**src/rtl/spad_types_pkg.sv**
```systemverilog
// Shared types, parameter defaults and the arbitration priority function
// for the scratchpad SRAM arbiter.
package spad_types_pkg;

  typedef enum logic [1:0] {
    NONE = 2'd0,
    SA   = 2'd1,
    VC   = 2'd2,
    BE   = 2'd3
  } owner_t;

  typedef enum logic [1:0] {
    IDLE  = 2'd0,
    GRANT = 2'd1,
    BURST = 2'd2
  } arb_state_t;

  typedef struct packed {
    logic   valid;
    owner_t owner;
  } resp_t;

  localparam int SRAM_LAT_DEF   = 2;
  localparam int STARVE_MAX_DEF = 8;
  localparam int BURST_MAX_DEF  = 32;

  // Promotion lifts SA above BE; otherwise fixed BE > VC > SA.
  function automatic owner_t pick_owner(input logic promote, input logic be_ok,
                                        input logic vc_ok, input logic sa_ok);
    owner_t win;
    win = NONE;
    if (promote && sa_ok)  win = SA;
    else if (be_ok)        win = BE;
    else if (vc_ok)        win = VC;
    else if (sa_ok)        win = SA;
    return win;
  endfunction

endpackage

```
**src/rtl/spad_sram_arbiter_if.sv**
```systemverilog
// Requester/arbiter bundle: request lines in, ownership and read-return out.
interface spad_sram_arbiter_if;
  import spad_types_pkg::*;

  logic       sram_req_be;
  logic       sram_req_vc;
  logic       sram_req_sa;
  logic       be_lock;
  logic       vc_write;
  logic       sa_write;
  logic       sram_reserved_be;
  logic       sram_reserved_vc;
  logic       sram_reserved_sa;
  owner_t     xbar_owner;
  logic [1:0] resp_valid;
  owner_t     resp_owner;
  logic       starve_promote;

  modport master (
    output sram_req_be, sram_req_vc, sram_req_sa, be_lock, vc_write, sa_write,
    input  sram_reserved_be, sram_reserved_vc, sram_reserved_sa,
    input  xbar_owner, resp_valid, resp_owner, starve_promote
  );

  modport slave (
    input  sram_req_be, sram_req_vc, sram_req_sa, be_lock, vc_write, sa_write,
    output sram_reserved_be, sram_reserved_vc, sram_reserved_sa,
    output xbar_owner, resp_valid, resp_owner, starve_promote
  );

endinterface

```
**src/rtl/spad_resp_pipe.sv**
```systemverilog
// Fixed-latency shift pipeline tracking which granted beat returns read data
// SRAM_LAT cycles after its grant cycle.
module spad_resp_pipe
  import spad_types_pkg::*;
#(
  parameter int SRAM_LAT = SRAM_LAT_DEF
) (
  input  logic  CLK,
  input  logic  nRST,
  input  resp_t push,
  output resp_t tail
);

  resp_t stage_reg [SRAM_LAT];

  always_ff @(posedge CLK or negedge nRST) begin
    if (!nRST) begin
      for (int i = 0; i < SRAM_LAT; i++) stage_reg[i] <= '0;
    end else begin
      stage_reg[0] <= push;
      for (int i = 1; i < SRAM_LAT; i++) stage_reg[i] <= stage_reg[i-1];
    end
  end

  assign tail = stage_reg[SRAM_LAT-1];

endmodule

```
**src/rtl/spad_sram_arbiter.sv**
```systemverilog
// Three-way scratchpad SRAM arbiter (BE/VC/SA) with registered grants,
// BE burst lock, SA starvation promotion and read-return tracking.
module spad_sram_arbiter
  import spad_types_pkg::*;
#(
  parameter int SRAM_LAT   = SRAM_LAT_DEF,
  parameter int STARVE_MAX = STARVE_MAX_DEF,
  parameter int BURST_MAX  = BURST_MAX_DEF
) (
  input logic                CLK,
  input logic                nRST,
  spad_sram_arbiter_if.slave bus
);

  localparam int WAIT_W = $clog2(STARVE_MAX + 1);
  // The GRANT beat that opens a burst is not counted, so the final BURST
  // beat sees BURST_MAX-2 and the lock yields BURST_MAX beats in total.
  localparam logic [5:0] BURST_LAST = 6'(BURST_MAX - 2);

  arb_state_t        state_reg, state_next;
  owner_t            owner_reg, owner_next, arb_owner;
  logic              write_reg, write_next;
  logic [5:0]        beat_cnt_reg, beat_cnt_next;
  logic [WAIT_W-1:0] sa_wait_reg;
  logic              promote, be_ok, vc_ok, sa_ok;
  logic              burst_cont, burst_start;
  resp_t             push, tail;

  // A requester owning the current beat is masked from the next arbitration.
  assign be_ok     = bus.sram_req_be && (owner_reg != BE);
  assign vc_ok     = bus.sram_req_vc && (owner_reg != VC);
  assign sa_ok     = bus.sram_req_sa && (owner_reg != SA);
  assign promote   = (sa_wait_reg == WAIT_W'(STARVE_MAX));
  assign arb_owner = pick_owner(promote, be_ok, vc_ok, sa_ok);

  assign burst_cont  = bus.sram_req_be && bus.be_lock && (beat_cnt_reg < BURST_LAST);
  assign burst_start = (state_reg == GRANT) && (owner_reg == BE) && bus.sram_req_be &&
                       bus.be_lock && !(promote && sa_ok);

  always_comb begin
    state_next    = (arb_owner == NONE) ? IDLE : GRANT;
    owner_next    = arb_owner;
    beat_cnt_next = beat_cnt_reg;
    write_next    = 1'b0;
    case (state_reg)
      BURST: begin
        if (burst_cont) begin
          state_next    = BURST;
          owner_next    = BE;
          beat_cnt_next = (beat_cnt_reg == 6'h3f) ? beat_cnt_reg : beat_cnt_reg + 6'd1;
        end
      end
      GRANT: begin
        if (burst_start) begin
          state_next    = BURST;
          owner_next    = BE;
          beat_cnt_next = '0;
        end
      end
      default: ;
    endcase
    if (owner_next == VC)      write_next = bus.vc_write;
    else if (owner_next == SA) write_next = bus.sa_write;
  end

  always_ff @(posedge CLK or negedge nRST) begin
    if (!nRST) begin
      state_reg    <= IDLE;
      owner_reg    <= NONE;
      write_reg    <= 1'b0;
      beat_cnt_reg <= '0;
      sa_wait_reg  <= '0;
    end else begin
      state_reg    <= state_next;
      owner_reg    <= owner_next;
      write_reg    <= write_next;
      beat_cnt_reg <= beat_cnt_next;
      if (!bus.sram_req_sa || (owner_reg == SA)) sa_wait_reg <= '0;
      else if (!promote)                         sa_wait_reg <= sa_wait_reg + WAIT_W'(1);
    end
  end

  // Only VC/SA reads return data; BE beats and writes shift a bubble.
  always_comb begin
    push.valid = ((owner_reg == VC) || (owner_reg == SA)) && !write_reg;
    push.owner = push.valid ? owner_reg : NONE;
  end

  spad_resp_pipe #(
    .SRAM_LAT (SRAM_LAT)
  ) u_resp_pipe (
    .CLK  (CLK),
    .nRST (nRST),
    .push (push),
    .tail (tail)
  );

  assign bus.sram_reserved_be = (owner_reg == BE);
  assign bus.sram_reserved_vc = (owner_reg == VC);
  assign bus.sram_reserved_sa = (owner_reg == SA);
  assign bus.xbar_owner       = owner_reg;
  assign bus.starve_promote   = promote;
  assign bus.resp_valid       = {tail.valid && (tail.owner == VC),
                                 tail.valid && (tail.owner == SA)};
  assign bus.resp_owner       = tail.owner;

endmodule

```
**src/flat_wrapper.sv**
```systemverilog
// flat-port wrapper written by rule: the top's interface ports become plain ports
module spad_sram_arbiter_flat import spad_types_pkg::*;
#(
  parameter int SRAM_LAT   = SRAM_LAT_DEF,
  parameter int STARVE_MAX = STARVE_MAX_DEF,
  parameter int BURST_MAX  = BURST_MAX_DEF
)
  (CLK, nRST, bus_sram_req_be, bus_sram_req_vc, bus_sram_req_sa, bus_be_lock, bus_vc_write, bus_sa_write, bus_sram_reserved_be, bus_sram_reserved_vc, bus_sram_reserved_sa, bus_xbar_owner, bus_resp_valid, bus_resp_owner, bus_starve_promote);
  spad_sram_arbiter_if bus_i ();
  input logic CLK;
  input logic nRST;
  input wire logic [$bits(bus_i.sram_req_be)-1:0] bus_sram_req_be;
  input wire logic [$bits(bus_i.sram_req_vc)-1:0] bus_sram_req_vc;
  input wire logic [$bits(bus_i.sram_req_sa)-1:0] bus_sram_req_sa;
  input wire logic [$bits(bus_i.be_lock)-1:0] bus_be_lock;
  input wire logic [$bits(bus_i.vc_write)-1:0] bus_vc_write;
  input wire logic [$bits(bus_i.sa_write)-1:0] bus_sa_write;
  output wire logic [$bits(bus_i.sram_reserved_be)-1:0] bus_sram_reserved_be;
  output wire logic [$bits(bus_i.sram_reserved_vc)-1:0] bus_sram_reserved_vc;
  output wire logic [$bits(bus_i.sram_reserved_sa)-1:0] bus_sram_reserved_sa;
  output wire logic [$bits(bus_i.xbar_owner)-1:0] bus_xbar_owner;
  output wire logic [$bits(bus_i.resp_valid)-1:0] bus_resp_valid;
  output wire logic [$bits(bus_i.resp_owner)-1:0] bus_resp_owner;
  output wire logic [$bits(bus_i.starve_promote)-1:0] bus_starve_promote;
  assign bus_i.sram_req_be = bus_sram_req_be;
  assign bus_i.sram_req_vc = bus_sram_req_vc;
  assign bus_i.sram_req_sa = bus_sram_req_sa;
  assign bus_i.be_lock = bus_be_lock;
  assign bus_i.vc_write = bus_vc_write;
  assign bus_i.sa_write = bus_sa_write;
  assign bus_sram_reserved_be = bus_i.sram_reserved_be;
  assign bus_sram_reserved_vc = bus_i.sram_reserved_vc;
  assign bus_sram_reserved_sa = bus_i.sram_reserved_sa;
  assign bus_xbar_owner = bus_i.xbar_owner;
  assign bus_resp_valid = bus_i.resp_valid;
  assign bus_resp_owner = bus_i.resp_owner;
  assign bus_starve_promote = bus_i.starve_promote;
  spad_sram_arbiter #(.SRAM_LAT(SRAM_LAT), .STARVE_MAX(STARVE_MAX), .BURST_MAX(BURST_MAX)) u_core (.CLK(CLK), .nRST(nRST), .bus(bus_i));
endmodule
```
**config.mk**
```make
export PLATFORM = sky130hd
export DESIGN_NAME = spad_sram_arbiter_flat
export DESIGN_NICKNAME = d
export VERILOG_FILES = /design/src/rtl/spad_types_pkg.sv /design/src/rtl/spad_sram_arbiter_if.sv /design/src/rtl/spad_resp_pipe.sv /design/src/rtl/spad_sram_arbiter.sv /design/src/flat_wrapper.sv
export SDC_FILE = /design/constraint.sdc
export NUM_CORES = 1
export LEC_CHECK = 0
export CAP_MARGIN = 20
export CORE_MARGIN = 5
export CORE_UTILIZATION = 35
export CTS_CLUSTER_SIZE = 30
export DETAILED_ROUTE_END_ITERATION = 7
export PLACE_DENSITY = 0.52
export SYNTH_ARGS = -nofsm -noshare
export SYNTH_HDL_FRONTEND = slang
export SYNTH_SLANG_ARGS = --single-unit
```
**constraint.sdc**
```tcl
create_clock -name CLK -period 3.2 [get_ports CLK]
set_clock_uncertainty 0.1 [all_clocks]
set_input_delay 0.64 -clock CLK [delete_from_list [all_inputs] [get_ports CLK]]
set_output_delay 0.64 -clock CLK [all_outputs]
set_load 0.05 [all_outputs]
```
======== Word level (Yosys, flattened, before mapping) ========
Index checks and enable logic that the tools add are counted.
storage, ports and cells
  output and inout bits ................... 10
  input port bits ......................... 8
  register bits after elaboration ......... 21
operators by class
  equal/unequal tests ..................... 18
  multiplexer cells ....................... 20
  $lt $le $gt $ge ......................... 1
  add/sub/neg operators ................... 2
  reductions and logical operators ........ 21
operators by type and width
  cell                 number
  $mux 6               3
  $mux 2               8
  $logic_and 1x1->1    13
  $pmux 6 s2           1
  $eq 2x2->1 const B   5
  $eq 2x1->1 const B   4
  $mux 4               2
  $ne 2x2->1 const B   4
  $pmux 2 s2           2
  $add 6x1->6 const B  1
  $eq 6x6->1 const B   1
  $lt 6x5->1 const B   1
  $ne 2x1->1 const B   3
  $add 4x1->4 const B  1
  $eq 4x4->1 const B   1
  $mux 1               4
  $reduce_and 4->1     1
  $logic_not 1->1      3
  $logic_not 2->1      1
  $logic_or 1x1->1     2
  $reduce_bool 2->1    1

======== Depth between registers and ports, before layout ========
Gate-level depths: netlist of the first run.
  depth in word-level cells ............... 11
  mapped depth ............................ 8
  gate-level depth less buffers ........... 6

======== Hierarchy ========
From an unflattened synthesis of the first run, not the netlist that was laid out.
unflattened totals
  cell total of the unflattened synthesis .. 115
  area total of the unflattened synthesis .. 1167.4 sq um
modules (own cells, without submodules)
  module             cells an instance  instances  area each (sq um)
  spad_sram_arbiter  106                1          994.7
  spad_resp_pipe     9                  1          172.7

======== Worst setup path before layout of the first run ========
No wires, ideal clock.
  path kind ............................... reg2reg
  from .................................... register u_core.owner_reg[1] (netlist: u_core.bus.xbar_owner[1])
  to ...................................... register u_core.beat_cnt_reg[5]
  period minus slack after synthesis ...... 2.550 ns
  buffers on the path ..................... 1
  cell stages (with the launch flop) ...... 7
  required time ........................... 2.979 ns
  arrival time ............................ 2.329 ns
  path slack .............................. 0.650 ns
  cells stage by stage .................... dfrtp_1 ha_1 and4_1 o22ai_2 or3_1 buf_6 o22a_1
between the ends
  cells in the longest elaborated chain, start to end .. 7
RTL lines
  item                               line                     source
  from (decl)                        spad_sram_arbiter.sv:21  owner_t owner_reg, owner_next, arb_owner;
  from (signal assigned)             spad_sram_arbiter.sv:75  owner_reg <= owner_next;
  $eq 2x2->1                         n/a
  net bus_sram_reserved_be           flat_wrapper.sv:18       output wire logic [$bits(bus_i.sram_reserved_be)-1:0] bus_sram_reserved_be;
  $logic_and 1x1->1 (3 in a row)     spad_sram_arbiter.sv:37  assign burst_start = (state_reg == GRANT) && (owner_reg == BE) && bus.sram_req_be &&
  $logic_and 1x1->1                  spad_sram_arbiter.sv:38  bus.be_lock && !(promote && sa_ok);
  $ne 2x1->1 (no source line)        n/a
  $reduce_and 4->1 (no source line)  n/a
  to (signal assigned)               spad_sram_arbiter.sv:77  beat_cnt_reg <= beat_cnt_next;
  to (decl)                          spad_sram_arbiter.sv:23  logic [5:0] beat_cnt_reg, beat_cnt_next;
The timed path passes the listed nets, and every way through them passes these cells.
A chain may end at the register's enable or synchronous reset.

======== Worst setup path in the final report of the first run ========
  from .................................... register u_core.sa_wait_reg[0]
  to ...................................... output port bus_starve_promote
between the ends
  cells in the longest elaborated chain, start to end .. 1
RTL lines
  item                    line                     source
  from (decl)             spad_sram_arbiter.sv:24  logic [WAIT_W-1:0] sa_wait_reg;
  from (signal assigned)  spad_sram_arbiter.sv:79  else if (!promote) sa_wait_reg <= sa_wait_reg + WAIT_W'(1);
  $eq 4x4->1              spad_sram_arbiter.sv:33  assign promote = (sa_wait_reg == WAIT_W'(STARVE_MAX));
  to (decl)               flat_wrapper.sv:24       output wire logic [$bits(bus_i.starve_promote)-1:0] bus_starve_promote;
No other way between the ends.

==> results of run 1 <==
how the worst max path moves through the flow:
stage	startpoint	endpoint	slack [ns]	cells past startpoint
finish	u_core.sa_wait_reg[0]	bus_starve_promote	0.39	5
global route	u_core.sa_wait_reg[0]	bus_starve_promote	0.29	5
CTS	u_core.sa_wait_reg[0]	bus_starve_promote	0.38	5
detailed placement	u_core.sa_wait_reg[0]	bus_starve_promote	0.73	5
global placement	u_core.sa_wait_reg[0]	bus_starve_promote	0.73	5
floorplan	u_core.bus.xbar_owner[1]	u_core.beat_cnt_reg[5]	0.65	6
logic make-up (layout without fill, tap and decap cells):
| family | after synthesis | in the layout | synth area share [%] |
|---|---|---|---|
| buf+inv | 13 | 30 | 5.963 |
| fa+ha+maj | 8 | 8 | 8.520 |
| xor+xnor | 3 | 3 | 2.237 |
| flops | 21 | 21 | 44.73 |
| simple gates | 44 | 44 | 23.65 |
| compound gates | 21 | 21 | 14.91 |
power breakdown:
| group | internal (mW) | switching, mW | total, mW |
|---|---|---|---|
| logic | 0.288 | 0.431 | 0.719 |
| clock network | 0.0465 | 0.0795 | 0.126 |
| registers | 0.369 | 0.0929 | 0.462 |
layout make-up:
class	count	area (um2)	area share, %
clock buffers	3	22.52	1.610
clock inverters	1	5.005	0.3578
inverters	8	31.28	2.236
multi-input cells	76	579.3	41.41
flip-flops and latches	21	525.5	37.57
well taps	46	57.56	4.114
repair buffers	18	177.7	12.70
routing by layer:
layer	part of all wire, %	track usage, %
met2	46	16.73
met5	0	0
met3	2.9	1.970
met1	50	14.94
met4	0.47	2.978
worst max-delay path, stage by stage, from the launching register on:
cell	delay, ns
dfrtp_1	0.44
inv_1	0.08
ha_1	0.19
nand3b_4	0.14
inv_1	0.12
clkdlybuf4s50_1	0.81
layout by cell type (no fill, tap or decap), types with 2 or more instances in the layout:
| master | count |
|---|---|
| nand3b_4 | 2 |
| a21oi_1 | 5 |
| xnor2_1 | 2 |
| and3b_1 | 2 |
| clkinv_2 | 2 |
| nand2_1 | 5 |
| nand3_1 | 8 |
| nor2_1 | 7 |
| or3_1 | 3 |
| inv_1 | 7 |
| clkdlybuf4s50_1 | 17 |
| nor3_1 | 4 |
| clkbuf_4 | 3 |
| o31ai_1 | 3 |
| o211ai_2 | 3 |
| a21o_1 | 2 |
| ha_1 | 8 |
| dfrtp_1 | 21 |
| nand2b_1 | 2 |
| nor4_1 | 2 |
metrics by stage:
| step | setup WS [ns] | hold WS [ns] | instances | area (um2) | utilization, % |
|---|---|---|---|---|---|
| 4_1_cts | 0.3817 | 0.2624 | 173 | 1399 | 42.59 |
| 3_3_place_gp | 0.7321 | 0.2340 | 169 | 1371 | 41.75 |
| 6_report | 0.3936 | 0.2597 | 173 | 1399 | 42.59 |
| 3_5_place_dp | 0.7260 | 0.2347 | 169 | 1371 | 41.75 |
| 2_1_floorplan | 0.6495 | 0.2312 | 110 | 1175 | - |
| 5_1_grt | 0.2867 | 0.2704 | 173 | 1399 | 42.59 |
==> flow_summary.json, run 1 <==
{
  "htreeDepth": 1,
  "die_h_um": 67.94,
  "reg2reg_slack_ns": 0.89,
  "rsz0062_at_grt": "false",
  "timing.fmax_ghz": 0.3563,
  "cp-start-kind": "register",
  "yosysWarnings": 0,
  "ios": 18,
  "power_leakage_nw": 0.6297,
  "synth-async-reset-ratio_pct": 100.0,
  "initial_utilization_pct": 35.77,
  "rows": 21,
  "worst_pin_slew_ns": 0.5108,
  "cts_sinks": 21,
  "clk_latency_ns": 0.30,
  "yosysMostFrequentCell": "dfrtp_1",
  "power_density_nw_per_um2": 934.0,
  "holdPathEnd": "u_core.u_resp_pipe.tail[0]",
  "drt_iter0_drc": 16,
  "yosysTopAreaCell": "dfrtp_1",
  "hold_depth": 0,
  "track_usage_pct": 10.66,
  "syn_inst": 110,
  "clkTransAtPathRegs_ns": 0.12,
  "cts_buffer_depth": 2,
  "synth.top_cell.area_share_pct": 44.73,
  "grt_max_degree": 22,
  "overflow": 0,
  "antenna_found_initial": 0,
  "finalNetCount": 144,
  "hold_violations": 0,
  "drtAntennaViolNets": 0,
  "gp_congestion": 0.8386,
  "cp.arrival_ns": 2.07,
  "remaining_drc_errors": 0,
  "finalCritPeriodShare_pct": 87.70,
  "grt_pass1_vias": 835,
  "ctsHoldBuffers": 0,
  "cts_root_buf": "clkbuf_4",
  "maxSlewViolCount": 0,
  "cp_max_fo": 7,
  "design.die.area_um2": 4615,
  "synth_nets": 126,
  "vias_per_cell": 4.740,
  "syn2layout_area_growth_pct": 19.06,
  "largest_reg_flops": 6,
  "hpwl_um": 1644,
  "syn_avg_cell_area_um2": 10.68,
  "synth_cell_type_count": 39,
  "ys.flop_type": "dfrtp_1",
  "dr.pass1.iters": 4,
  "diodes": 0,
  "slew-limit-headroom_pct": 65.84,
  "grt_pass1_wl_um": 3746,
  "numCtsBuffers": 3,
  "ys_ff_latch": 21,
  "synth-seq-area-share_pct": 44.73,
  "r2r_end": "u_core.beat_cnt_reg[5]",
  "io_buffers": 17,
  "worstReg2RegStart": "u_core.state_reg[1]",
  "crit_required_ns": 2.46,
  "irDropWorstVdd_v": 0.0003194,
  "routed_wl_um": 2131,
  "synth_area_leaders": "dfrtp_1 (45%), ha_1 (8.5%), nand3_1 (3.4%), nand3b_4 (3.4%), o211ai_2 (3.2%)",
  "synth_edf_count": 0,
  "vias": 820,
  "cts_setup_buffers": 0,
  "fillers": 329,
  "cts_resized": 0,
  "setup_tns_ns": 0,
  "die_x_um": 67.94,
  "tritoncts": "built",
  "core_um2": 3284,
  "setup_viol": 0,
  "min_from": "u_core.u_resp_pipe.stage_reg[3]",
  "avgRoutedWirePerCell_um": 12.32,
  "outcome": "finished, final reports clean",
  "fin_crit_ns": 2.806,
  "synth_area_um2": 1175,
  "total_power_mw": 1.307,
  "synthTopCellsByCount": "dfrtp_1 (21), ha_1 (8), nand3_1 (8)",
  "hold_path.class": "register to register",
  "path_class": "register to output port",
  "reg2regPathDepth": 6,
  "max-cap-violations": 0,
  "endpoint_kind": "output port",
  "drive_gt1_share_pct": 11.81
}
(Power assumes the default switching activity.)
==> run 2, diff against run 1 <==
- SKIP_CTS_REPAIR_TIMING: default -> 1
- clock period: 3.2 -> 3.4 ns (I/O delays scaled with it)
==> flow_summary.json, run 2 (synthesis gave the netlist of run 1 again) <==
{
  "slew-limit-headroom_pct": 66.04,
  "core_um2": 3284,
  "routed_wl_um": 2208,
  "largest_reg_flops": 6,
  "setup_slack_ns": 0.5579,
  "total_power_mw": 1.233,
  "endpoint_kind": "output port",
  "maxSlewViolCount": 0,
  "max_stage_delay_ns": 0.80,
  "remaining_drc_errors": 0,
  "gp_congestion": 0.8220,
  "timing.fmax_ghz": 0.3518,
  "cp.arrival_ns": 2.06,
  "cts_buffer_depth": 2,
  "hold_violations": 0,
  "grt_pass1_vias": 860,
  "hold_path.class": "register to register",
  "crit_required_ns": 2.62,
  "pre_cts_ws_ns": 0.8906,
  "finalCritPeriodShare_pct": 83.59,
  "diodes": 0,
  "cp_common_cell": "inv_1",
  "holdWs_ns": 0.2600,
  "syn2layout_area_growth_pct": 19.70,
  "tritoncts": "built",
  "irDropWorstVdd_v": 0.0002954,
  "ios": 18,
  "io_buffers": 17,
  "drtAntennaViolNets": 0,
  "grt_pass1_wl_um": 3864,
  "clk_latency_ns": 0.30,
  "rows": 21,
  "fin_crit_ns": 2.842,
  "clkTransAtPathRegs_ns": 0.11,
  "dr.pass1.iters": 4,
  "drt_iter0_drc": 19,
  "initial_utilization_pct": 35.77,
  "grt_max_degree": 22,
  "vias": 870,
  "fillers": 326,
  "avgRoutedWirePerCell_um": 12.76,
  "crit_chain": "inv_1 -> ha_1 -> nand3b_4 -> inv_1 -> clkdlybuf4s50_1",
  "multi_input_area_um2": 579.3,
  "htreeDepth": 1,
  "outcome": "finished, final reports clean",
  "antenna_found_initial": 0,
  "worst_pin_slew_ns": 0.5078,
  "cp_slowest_cell": "clkdlybuf4s50_1",
  "setup_tns_ns": 0,
  "cp_max_fo": 7,
  "power_density_nw_per_um2": 876.8,
  "setup_viol": 0,
  "overflow": 0,
  "finalNetCount": 144,
  "track_usage_pct": 11.10,
  "cts_sinks": 21,
  "numCtsBuffers": 3,
  "regArea_um2": 525.5,
  "die_h_um": 67.94,
  "rsz0062_at_grt": "false",
  "power_leakage_nw": 0.6323,
  "path_class": "register to output port",
  "final_common_cell": "dfrtp_1",
  "cp-start-kind": "register",
  "drive_gt1_share_pct": 11.81,
  "cts_root_buf": "clkbuf_4",
  "hpwl_um": 1672,
  "die_x_um": 67.94,
  "max-cap-violations": 0,
  "design.die.area_um2": 4615,
  "vias_per_cell": 5.029,
  "final_cell_mix": "dfrtp_1 (21), clkdlybuf4s50_1 (17), nand3_1 (8), ha_1 (8)"
}
[run 2: critical path: cells and delay by family (launching register included)]
family / cells / cell delay [ns]
fa+ha+maj: 1 / 0.19
flops: 1 / 0.44
simple gates: 1 / 0.14
buf+inv: 3 / 0.99
[run 2: layout make-up]
cell class | instances | area share [%]
Clock inverter | 1 | 0.3559
Tap cell | 46 | 4.093
Inverter | 8 | 2.224
Clock buffer | 3 | 1.601
Sequential cell | 21 | 37.37
Timing Repair Buffer | 18 | 13.17
Multi-Input combinational cell | 76 | 41.19
[run 2: stage by stage]
step	cell area [um2]	cells	util (%)
2_1_floorplan	1175	110	-
3_3_place_gp	1364	168	41.52
3_5_place_dp	1364	168	41.52
4_1_cts	1391	172	42.36
5_1_grt	1406	173	42.82
6_report	1406	173	42.82
[run 2: power breakdown]
group	switching, mW	total (mW)	internal, mW
sequential	0.0901	0.437	0.347
clock	0.0750	0.119	0.0439
combinational	0.405	0.677	0.272
total	0.570	1.23	0.663
[run 2: per-layer routing]
metal  global-route usage, %  vias to the layer above  part of all wire (%)
met5                       0                        -                     0
met4                   5.211                        0                   2.4
met3                   1.970                        7                   2.8
met2                   17.21                       14                    46
met1                   14.91                      419                    49
li1                        -                      430                     -
[run 2: final timing paths]
check,slack (ns),cells after the start,endpoint,from
worst max-delay path,0.56,5,bus_starve_promote,u_core.sa_wait_reg[0]
worst min-delay path,0.26,0,u_core.u_resp_pipe.tail[0],u_core.u_resp_pipe.stage_reg[3]
worst max register to register,1.11,6,u_core.beat_cnt_reg[5],u_core.state_reg[1]
worst min register to register,0.26,0,u_core.u_resp_pipe.tail[0],u_core.u_resp_pipe.stage_reg[3]
max in group asynchronous,2.36,2,u_core.sa_wait_reg[3],nRST
min in group asynchronous,0.47,1,u_core.beat_cnt_reg[0],nRST
